[src/rtl/uart_bus_if.sv]
// CPU-side register interface for a UART core.
// Edge-detects the chip select so each access acts exactly once, decodes a
// small register map, issues single-cycle FIFO push/pop pulses and holds the
// baud divisor, committed atomically from two shadow bytes.
module uart_bus_if #(
  parameter logic [20:0] DVSR_RST = 21'd325
) (
  input  logic        clk,
  input  logic        reset,
  input  logic        cs,
  input  logic        we,
  input  logic [2:0]  addr,
  input  logic [7:0]  cpu_din,
  output logic [7:0]  cpu_dout,
  output logic        irq,
  output logic        rd_uart,
  output logic        wr_uart,
  output logic [7:0]  w_data,
  output logic [20:0] dvsr,
  input  logic [7:0]  r_data,
  input  logic        rx_empty,
  input  logic        tx_full
);

  localparam logic [2:0] A_DATA   = 3'd0;
  localparam logic [2:0] A_STATUS = 3'd1;
  localparam logic [2:0] A_CTRL   = 3'd2;
  localparam logic [2:0] A_DVSR_L = 3'd3;
  localparam logic [2:0] A_DVSR_M = 3'd4;
  localparam logic [2:0] A_DVSR_H = 3'd5;

  // Decoded bus access, valid only on the strobe cycle.
  typedef struct packed {
    logic       wr;
    logic       rd;
    logic [2:0] sel;
    logic [7:0] din;
  } bus_req_t;

  logic       cs_q;
  logic       strobe;
  bus_req_t   req;
  logic       tx_ovf;
  logic [1:0] ctrl;       // {tx_irq_en, rx_irq_en}
  logic [7:0] shadow_l;
  logic [7:0] shadow_m;
  logic [7:0] rd_mux;

  // cs history; resets high so a cs held across reset release is ignored
  // until it has been seen low once.
  always_ff @(posedge clk) begin
    if (reset) cs_q <= 1'b1;
    else       cs_q <= cs;
  end

  // Reset masks the strobe so an access colliding with reset has no effect.
  assign strobe  = cs & ~cs_q & ~reset;
  assign req.wr  = strobe & we;
  assign req.rd  = strobe & ~we;
  assign req.sel = addr;
  assign req.din = cpu_din;

  // FIFO pulses live only during the strobe cycle; FWFT head is consumed
  // on the same edge that captures it into cpu_dout.
  assign wr_uart = req.wr & (req.sel == A_DATA) & ~tx_full;
  assign rd_uart = req.rd & (req.sel == A_DATA) & ~rx_empty;
  assign w_data  = wr_uart ? req.din : 8'h00;

  // Read data selection for the addressed register.
  always_comb begin
    rd_mux = 8'h00;
    case (req.sel)
      A_DATA:   rd_mux = rx_empty ? 8'h00 : r_data;
      A_STATUS: rd_mux = {irq, 4'b0000, tx_ovf, tx_full, ~rx_empty};
      A_CTRL:   rd_mux = {6'b000000, ctrl};
      A_DVSR_L: rd_mux = shadow_l;
      A_DVSR_M: rd_mux = shadow_m;
      A_DVSR_H: rd_mux = {3'b000, dvsr[20:16]};
      default:  rd_mux = 8'h00;
    endcase
  end

  // Control, overflow flag, shadow bytes and atomic divisor commit.
  always_ff @(posedge clk) begin
    if (reset) begin
      tx_ovf   <= 1'b0;
      ctrl     <= 2'b00;
      shadow_l <= 8'h00;
      shadow_m <= 8'h00;
      dvsr     <= DVSR_RST;
    end else if (req.wr) begin
      case (req.sel)
        A_DATA:   if (tx_full) tx_ovf <= 1'b1;
        A_STATUS: tx_ovf <= 1'b0;
        A_CTRL:   ctrl <= req.din[1:0];
        A_DVSR_L: shadow_l <= req.din;
        A_DVSR_M: shadow_m <= req.din;
        A_DVSR_H: dvsr <= {req.din[4:0], shadow_m, shadow_l};
        default:  ;
      endcase
    end
  end

  // Read data register: loads on read strobes only, holds otherwise.
  always_ff @(posedge clk) begin
    if (reset)       cpu_dout <= 8'h00;
    else if (req.rd) cpu_dout <= rd_mux;
  end

  // Registered interrupt request from enabled FIFO conditions.
  always_ff @(posedge clk) begin
    if (reset) irq <= 1'b0;
    else       irq <= (ctrl[0] & ~rx_empty) | (ctrl[1] & ~tx_full);
  end

endmodule

[config.mk]
export PLATFORM = sky130hd
export DESIGN_NAME = uart_bus_if
export DESIGN_NICKNAME = d
export VERILOG_FILES = /design/src/rtl/uart_bus_if.sv
export SDC_FILE = /design/constraint.sdc
export NUM_CORES = 1
export LEC_CHECK = 0
export ABC_AREA = 1
export CORE_ASPECT_RATIO = 1.1
export CORE_MARGIN = 10
export CORE_UTILIZATION = 30
export CTS_BUF_LIST = sky130_fd_sc_hd__clkbuf_16
export DETAILED_ROUTE_END_ITERATION = 10
export PLACE_DENSITY = 0.61
export SYNTH_ARGS = -nofsm -noshare
export SYNTH_HDL_FRONTEND = slang
export SYNTH_SLANG_ARGS = --single-unit
[constraint.sdc]
create_clock -name clk -period 1.27 [get_ports clk]
set_input_delay 0.254 -clock clk [delete_from_list [all_inputs] [get_ports clk]]
set_output_delay 0.254 -clock clk [all_outputs]
set_load 0.01 [all_outputs]
==> results of run 1 <==
-- where the power goes --
group / switching (mW) / internal [mW] / total (mW)
Clock: 0.607 / 0.940 / 1.55
Sequential: 0.00572 / 1.58 / 1.58
Combinational: 0.185 / 0.165 / 0.350
-- repair_timing --
item	4_1_cts	5_1_grt
gates cloned	1	0
endpoints found under the hold margin	0	0
gates resized for setup	114	17
setup endpoints to repair	88	59
setup buffers	8	0
pin swaps	12	6
-- metal layers --
metal	vias to the layer above	GRT usage (%)
li1	1229	-
met1	1103	16.13
met2	67	22.57
met3	10	3.367
met4	2	4.364
met5	-	0
-- critical path: stages, from the launching register on --
cell,delay (ns)
dfxtp_2,0.33
nor2_4,0.11
nand2_4,0.08
nor2_8,0.15
nand2_8,0.11
nor2_2,0.09
buf_2,0.13
-- worst paths after layout --
| check | from | end | slack, ns |
|---|---|---|---|
| max | cs_q$_SDFF_PP1_ | w_data[5] | -0.27 |
| min | cs | cs_q$_SDFF_PP1_ | 0.31 |
| max reg2reg | cs_q$_SDFF_PP1_ | dvsr[4]$_SDFFE_PP0P_ | -0.22 |
| min reg2reg | cpu_dout[2]$_SDFFE_PP0P_ | cpu_dout[2]$_SDFFE_PP0P_ | 0.46 |
-- area by class of cell --
type | count | area (um^2)
inverters | 26 | 115.1
clock buffers | 5 | 125.1
fillers | 732 | 3885
repair buffers | 110 | 925.9
flip-flops and latches | 50 | 1003
well taps | 87 | 108.9
multi-input cells | 222 | 1180
clock inverters | 3 | 47.55
-- flip-flops by register name, indices dropped and copies added (netlist names) --
signal	flops
dvsr	21
cpu_dout	8
shadow_l	8
shadow_m	8
ctrl	2
cs_q	1
irq	1
tx_ovf	1
-- kinds of logic (layout without fill, tap and decap cells) --
kind of cell | after synthesis | in the layout
compound gates | 56 | 56
flops | 50 | 50
buf+inv | 40 | 144
simple gates | 165 | 166
-- cell usage in the layout (no fill, tap or decap), types with 2 or more instances in the layout --
master,n
dfxtp_2,2
a21oi_2,2
nand3_2,2
nor2_4,9
clkdlybuf4s50_1,16
a21oi_1,11
buf_2,9
clkbuf_16,5
nand2_1,40
nand2_2,4
nor2_2,5
buf_6,6
o21ai_1,19
dlymetal6s2s_1,2
inv_6,2
dfxtp_1,48
nor3_4,2
nand2_4,4
clkinv_4,2
buf_4,43
inv_2,7
nand3_1,11
o21ai_0,20
nand4_1,16
inv_1,14
dlygate4sd2_1,32
nor2_1,69
-- metrics by stage --
step                      total power [mW]  setup TNS, ns  worst slack [ns]  cell area (um^2)
final                                3.479         -7.032           -0.2728              3506
after global routing                 3.594         -11.03           -0.3466              3506
after CTS                            3.504         -8.522           -0.3353              3490
after detailed placement             1.938         -35.57           -0.9065              3232
after global placement               1.936         -34.77           -0.8745              3232
after floorplan                      1.761       -0.05337          -0.01067              2312
==> flow_summary.yaml, run 1 <==
grt:
  antenna_found_initial: 1
  globalRouteOverflowTotal: 0
  grt_pass1_wl_um: 12340
  grt_max_degree: 42
  first_global_vias: 2417
  gr-usage-all-layers_pct: 13.44
route:
  ant_nets: 0
  drt-wirelength-per-cell_um: 14.77
  routed-wl-met2_um: 3654
  drt_iter0_markers: 111
  first_pass_iters: 4
  wl_met3_um: 529
  top_layer: "met5"
  wirelength_met1_um: 3114
  drc_errors: 0
  num_vias: 2411
  drt_wl_total_um: 7427
  viasPerCell: 4.793
clocking:
  cts_tree: "done"
  clock_path_buffers: 2
  clk_pin_slew_worst_paths_ns: 0.07
  h-tree-depth: 2
  clockRootBuffer: "clkbuf_16"
  clock_latency_ns: 0.29
  cts_sinks: 50
  postCtsHoldBufs: 0
  cts_made_buffers: 5
timing:
  hold_viol_final: 0
  setup_viol: 41
  max_slew_margin_pct: 76.73
  fin_ws_ns: -0.2728
  whs_ns: 0.3087
  slew_viol_final: 0
  worst_pin_slew_ns: 0.3490
  fmax_mhz: 648.2
  rsz0062_at_grt: "true"
  finClkSkew_ns: 0.004008
  finalCritPeriodShare_pct: 121.5
  layout_min_cycle_time_ns: 1.543
synthesis:
  synth_top_cells_by_count: "nor2_1 (79), dfxtp_1 (50), nand2_1 (42)"
  syn_area_per_cell_um2: 7.274
  synth_fa_ha_area_share_pct: 0
  synth_top_family_by_area: "simple AND/OR/NAND/NOR gates"
  syn_area_um2: 2262
  synth-warning-count: 0
  synth-simple-area-share_pct: 33.13
  synth.top_cells.by_area: "dfxtp_1 (44%), nor2_1 (13%), nand2_1 (7.0%)"
  synth_compound_gate_area_share_pct: 12.78
  ys_types: 29
  syn_nets: 336
  async_flop_share_pct: 0
  synth_ff_type: "dfxtp_1"
  synth-seq-cells: 50
  yosysSeqAreaShare_pct: 44.25
  netlist_instances: 311
  synth_edf_count: 0
  synthMuxAreaShare_pct: 0
  synth_top_area_cell: "dfxtp_1"
  synth_most_common_cell: "nor2_1"
  synth_top_cell_area_share_pct: 44.25
  synthXorXnorAreaFrac_pct: 0
floorplan:
  start_util_pct: 30.61
  dieArea_um2: 11420
  fp-row-count: 33
  boundaryPins: 65
  die_h_um: 111.1
  die_w_um: 102.8
  coreArea_um2: 7391
critical_path:
  crit_required_ns: 1.02
  critPathLaunchType: "flip-flop"
  worstSetupEndpointType: "output pin"
  arrival_ns: 1.29
  path_max_fanout: 5
  r2r_cells: 8
  crit_type: "reg2out"
hold_path:
  worst_hold_path_type: "in2reg"
  holdPathStages: 3
final_layout:
  stdcell_count: 503
  antenna_cells: 0
  final_util_pct: 47.44
  syn2layout_area_growth_pct: 54.98
  drive_gt1_share_pct: 27.16
  fin_nets: 440
place:
  dp_cells: 486
  dp_hpwl_um: 5511
  gp_congestion: 0.8167
  io_buffers: 64
pwr:
  ir_drop_uv: 785.8
  power_density_nw_per_um2: 992.2
  p_leak_nw: 1.631
outcome:
  status: "complete, but fails checks"
  violations: "setup timing"
run:
  cap_viol_max_count: 0
(Power assumes the default switching activity.)
==> inputs of run 2 (changes only) <==
--- a/config.mk
+++ b/config.mk
@@ -7,3 +7,3 @@
 export LEC_CHECK = 0
-export ABC_AREA = 1
+export CAP_MARGIN = 5
 export CORE_ASPECT_RATIO = 1.1
--- a/constraint.sdc
+++ b/constraint.sdc
@@ -3,2 +3,2 @@
 set_output_delay 0.254 -clock clk [all_outputs]
-set_load 0.01 [all_outputs]
+set_load 0.05 [all_outputs]
==> flow_summary.yaml, run 2 <==
synthesis:
  synth_most_common_cell: "dfxtp_1"
  synth_top_area_cell: "dfxtp_1"
  netlist_instances: 247
  async_flop_share_pct: 0
  synth-seq-cells: 50
  synth_top_cells_by_count: "dfxtp_1 (50), nand2_1 (49), mux2i_1 (26)"
  syn_nets: 272
  ys_types: 35
  yosysSeqAreaShare_pct: 45.87
  synth.top_cells.by_area: "dfxtp_1 (46%), mux2i_1 (12%), nand2_1 (8.4%)"
  syn_area_per_cell_um2: 8.834
  synth_edf_count: 0
  synth_ff_type: "dfxtp_1"
  synth_top_cell_area_share_pct: 45.87
  synth-warning-count: 0
  syn_area_um2: 2182
grt:
  gr-usage-all-layers_pct: 13.03
  grt_pass1_wl_um: 11360
  grt_max_degree: 50
  first_global_vias: 2238
  antenna_found_initial: 0
  globalRouteOverflowTotal: 0
clocking:
  clockRootBuffer: "clkbuf_16"
  clock_latency_ns: 0.29
  clk_pin_slew_worst_paths_ns: 0.06
  cts_made_buffers: 5
  postCtsHoldBufs: 0
  cts_tree: "done"
  clock_path_buffers: 2
  cts_sinks: 50
  h-tree-depth: 2
place:
  place_area_um2: 3665
  io_buffers: 64
  dp_hpwl_um: 5421
  gp_congestion: 0.8079
floorplan:
  die_h_um: 109.5
  dieArea_um2: 11090
  coreArea_um2: 7047
  start_util_pct: 30.97
  fp-row-count: 32
  die_w_um: 101.3
  boundaryPins: 65
critical_path:
  regToRegEndpoint: "dvsr[14]$_SDFFE_PP0P_"
  worstPathCellList: "nand4bb_4 -> nor3_4 -> nor3b_4 -> buf_4 -> buf_6 -> and2_4 -> buf_12"
  crit_type: "reg2out"
  path_max_fanout: 4
  ff2ff_setup_slack_ns: -0.27
  crit_required_ns: 1.02
  r2r_cells: 6
  cpPeakStageDelay_ns: 0.32
  critPathLaunchType: "flip-flop"
  worstSetupEndpointType: "output pin"
  slowest_stage: "dfxtp_2"
  arrival_ns: 1.74
  reg2reg_from: "cs_q$_SDFF_PP1_"
pwr:
  p_leak_nw: 1.542
  power_density_nw_per_um2: 862.4
  ir_drop_uv: 638.9
final_layout:
  fin_nets: 377
  syn2layout_area_growth_pct: 83.83
  final_util_pct: 56.92
  largest_register_ffs: 21
  final_common_cell: "dfxtp_1"
  largest_register: "dvsr"
  fin_area_um2: 4011
  fillers: 616
  antenna_cells: 0
  drive_gt1_share_pct: 40.51
  mostFrequentLayoutCells: "dfxtp_1 (47), nand2_1 (45), buf_12 (40), buf_4 (40), mux2i_1 (25)"
timing:
  max_slew_margin_pct: 72.41
  fin_ws_ns: -0.7202
  fmax_mhz: 502.5
  setup_viol: 51
  worst_pin_slew_ns: 0.4138
  slew_viol_final: 0
  finClkSkew_ns: 0.004788
  rsz0062_at_grt: "true"
  layout_min_cycle_time_ns: 1.990
  finalCritPeriodShare_pct: 156.7
  hold_viol_final: 0
route:
  drt_iter0_markers: 73
  drt-wirelength-per-cell_um: 16.57
  drc_errors: 0
  drt_wl_total_um: 7258
  ant_nets: 0
  num_vias: 2131
  viasPerCell: 4.865
  first_pass_iters: 4
hold_path:
  holdPathStages: 3
  worst_hold_path_type: "in2reg"
  min_to: "cs_q$_SDFF_PP1_"
  min_from: "cs"
outcome:
  status: "complete, but fails checks"
  violations: "setup timing"
run:
  cap_viol_max_count: 0
==> run 2: cell types whose count changed after synthesis, sizes merged, moves of 5 or more <==
cell    before  now
a21oi       13   22
and2         0    9
inv         24    3
mux2i        0   26
nand3       14    0
nand3b       0    5
nand4       16    0
nor2        84   24
o21ai       39    5
==> run 2: power by group <==
part | total, mW | internal, mW | switching [mW]
clock | 1.53 | 0.929 | 0.600
combinational | 0.351 | 0.182 | 0.169
sequential | 1.58 | 1.57 | 0.00585
total | 3.46 | 2.69 | 0.774
==> run 2: metal layers <==
metal	vias up	global-route usage (%)	wire length (um)
li1	1060	-	-
met1	1004	14.75	2896
met2	58	22.05	3683
met3	9	4.959	584
met4	0	4.283	94
met5	-	0	0
==> run 2: layout make-up <==
| class | count | area, um^2 | share of cell area, % |
|---|---|---|---|
| Timing Repair Buffer | 113 | 1428 | 35.59 |
| Multi-Input combinational cell | 179 | 1291 | 32.19 |
| Sequential cell | 50 | 1005 | 25.05 |
| Clock buffer | 5 | 125.1 | 3.119 |
| Tap cell | 85 | 106.4 | 2.651 |
| Clock inverter | 3 | 45.04 | 1.123 |
| Inverter | 3 | 11.26 | 0.2807 |
==> run 2: per-stage QoR <==
stage	setup WS, ns	TNS, ns	instances	hold slack [ns]	total power [mW]
6_report	-0.7202	-14.35	438	0.4652	3.459
2_1_floorplan	-0.7284	-9.108	247	0.3606	1.736
3_5_place_dp	-0.8096	-41.09	424	0.4761	1.943
3_3_place_gp	-0.7644	-39.91	424	0.4661	1.937
4_1_cts	-0.7216	-14.52	437	0.4659	3.474
5_1_grt	-0.7972	-17.74	438	0.4751	3.562
==> run 2: what timing repair did <==
action                                  4_1_cts  5_1_grt
gates resized for setup                      42       16
gates cloned                                  1        0
pin swaps                                     6        5
endpoints found under the setup margin       58       58
buffers inserted                              5        5
==> run 2: worst max-delay path by stage <==
stage                    startpoint  depth (start not counted)                        to  slack [ns]
finish              cs_q$_SDFF_PP1_                          7                 w_data[0]       -0.72
detailed placement          addr[1]                          7  shadow_l[7]$_SDFFE_PP0P_       -0.81
floorplan           cs_q$_SDFF_PP1_                          4                 w_data[0]       -0.73
global route        cs_q$_SDFF_PP1_                          7                 w_data[0]       -0.80
CTS                 cs_q$_SDFF_PP1_                          7                 w_data[0]       -0.72
global placement            addr[1]                          7  shadow_l[7]$_SDFFE_PP0P_       -0.76
==> run 2: worst max-delay path, delay by kind of cell, from the launching register on <==
kind          cells  cell delay, ns
simple gates      4            0.74
buf+inv           3            0.38
flops             1            0.32
==> run 2: cell families after synthesis <==
family | share of synthesized area (%)
buffers and inverters | 3.613
AO/OA/AOI/OAI | 13.59
flip-flops | 45.87
AND/OR/NAND/NOR | 24.49
multiplexers | 12.44
==> inputs of run 3 (changes only) <==
CORE_UTILIZATION = 42   (was 30)
PLACE_DENSITY = 0.79   (was 0.61)
==> flow_summary.yaml, run 3 (synthesized netlist as in run 2, its figures left out) <==
floorplan:
  fp-row-count: 27
  boundaryPins: 65
  start_util_pct: 43.35
  die_w_um: 88.73
  die_h_um: 95.60
  coreArea_um2: 5034
  dieArea_um2: 8482
critical_path:
  crit_type: "reg2out"
  critPathTopFamily: "simple AND/OR/NAND/NOR gates"
  crit_cells: 7
  crit_required_ns: 1.02
  path_max_fanout: 4
  cpPeakStageDelay_ns: 0.32
  ff2ff_setup_slack_ns: -0.28
  arrival_ns: 1.73
  r2r_cells: 6
  worst-path-buf-inv: 3
  slowest_stage: "dfxtp_2"
  critPathLaunchType: "flip-flop"
  regToRegEndpoint: "ctrl[0]$_SDFFE_PP0P_"
  worstPathCellList: "nand4bb_4 -> nor3_4 -> nor3b_4 -> buf_4 -> buf_6 -> and2_4 -> buf_12"
  startpoint: "cs_q$_SDFF_PP1_"
  worstSetupEndpointType: "output pin"
  reg2reg_from: "cs_q$_SDFF_PP1_"
run:
  cap_viol_max_count: 0
route:
  drt_iter0_markers: 166
  viasPerCell: 5.543
  drt-wirelength-per-cell_um: 19.02
  routed-wl-met2_um: 4070
  drc_errors: 0
  wl_met3_um: 549
  num_vias: 2306
  top_layer: "met4"
  wirelength_met1_um: 3062
  drt_wl_total_um: 7912
  ant_nets: 0
  first_pass_iters: 4
timing:
  fin_ws_ns: -0.7107
  setup_viol: 57
  finalCritPeriodShare_pct: 156.0
  finClkSkew_ns: 0.004715
  whs_ns: 0.4757
  slew_viol_final: 0
  layout_min_cycle_time_ns: 1.981
  hold_viol_final: 0
  worst_pin_slew_ns: 0.5525
  rsz0062_at_grt: "true"
  max_slew_margin_pct: 63.17
  fmax_mhz: 504.9
clocking:
  clk_pin_slew_worst_paths_ns: 0.06
  h-tree-depth: 2
  clock_path_buffers: 2
  clock_latency_ns: 0.29
  cts_tree: "done"
  cts_made_buffers: 5
  clockRootBuffer: "clkbuf_16"
  cts_sinks: 50
final_layout:
  drive_gt1_share_pct: 40.50
  final_common_cell: "dfxtp_1"
  fin_area_um2: 4018
  syn2layout_area_growth_pct: 84.12
  antenna_cells: 0
  mostFrequentLayoutCells: "dfxtp_1 (47), nand2_1 (45), buf_4 (43)"
  fin_nets: 383
  final_util_pct: 79.82
  largest_register_ffs: 21
  largest_register: "dvsr"
grt:
  gr-usage-all-layers_pct: 18.13
  antenna_found_initial: 0
  grt_pass1_wl_um: 11920
  grt_max_degree: 50
  globalRouteOverflowTotal: 0
  first_global_vias: 2350
pwr:
  power_density_nw_per_um2: 796.7
  p_leak_nw: 1.572
  power_mw: 3.201
  ir_drop_uv: 690.1
place:
  place_area_um2: 3623
  gp_congestion: 0.8721
  io_buffers: 64
  dp_hpwl_um: 5119
hold_path:
  min_from: "cs"
  holdPathStages: 3
  min_to: "cs_q$_SDFF_PP1_"
  worst_hold_path_type: "in2reg"
outcome:
  violations: "setup timing"
  status: "complete, but fails checks"
[run 3: cell types whose count changed in the layout (fill, tap and decap cells not counted), moves of 3 or more]
cell	delta
o21ai_0	-3
o21ai_1	+3
mux2i_1	-4
buf_4	+3
mux2i_2	+4
[run 3: routing by layer]
layer | vias to the layer above | track usage [%]
li1 | 1076 | -
met1 | 1109 | 19.29
met4 | 0 | 8.895
met5 | - | 0
met2 | 99 | 31.18
met3 | 22 | 6.314
[run 3: tightest hold or removal path, delay by kind of cell]
family | cells | cell delay [ns]
AND/OR/NAND/NOR | 1 | 0.09
buffers and inverters | 2 | 0.39
[run 3: worst max path at each step]
stage                endpoint  slack (ns)
floorplan           w_data[0]       -0.73
finish              w_data[0]       -0.71
global route        w_data[1]       -0.77
global placement    w_data[2]       -0.74
CTS                 w_data[6]       -0.72
detailed placement  w_data[6]       -0.77
[run 3: timing repair]
action                                  4_1_cts  5_1_grt
pin swaps                                     4       11
hold buffers                                  0        0
endpoints found under the setup margin       58       58
gates resized for setup                      34       30
gates cloned                                  1        0
setup buffers                                 6        9
[run 3: layout make-up]
type / count / area [um^2]
clock buffer: 5 / 125.1
tap: 58 / 72.57
inverter: 3 / 11.26
fill: 308 / 1016
multi-input combinational: 179 / 1310
clock inverter: 2 / 7.507
sequential: 50 / 1005
timing repair buffer: 119 / 1486
[run 3: where the power goes]
group	switching [mW]	leakage (nW)	total [mW]	internal, mW
registers	0.00599	0.404	1.58	1.57
logic	0.183	1.10	0.384	0.201
clock network	0.532	0.0723	1.24	0.705
total	0.721	1.57	3.20	2.48
[run 3: per-stage QoR]
step / worst slack, ns / setup TNS [ns] / cells
2_1_floorplan: -0.7284 / -9.108 / 247
3_3_place_gp: -0.7362 / -36.70 / 396
3_5_place_dp: -0.7704 / -38.76 / 396
4_1_cts: -0.7153 / -15.77 / 410
5_1_grt: -0.7653 / -19.90 / 416
6_report: -0.7107 / -16.02 / 416
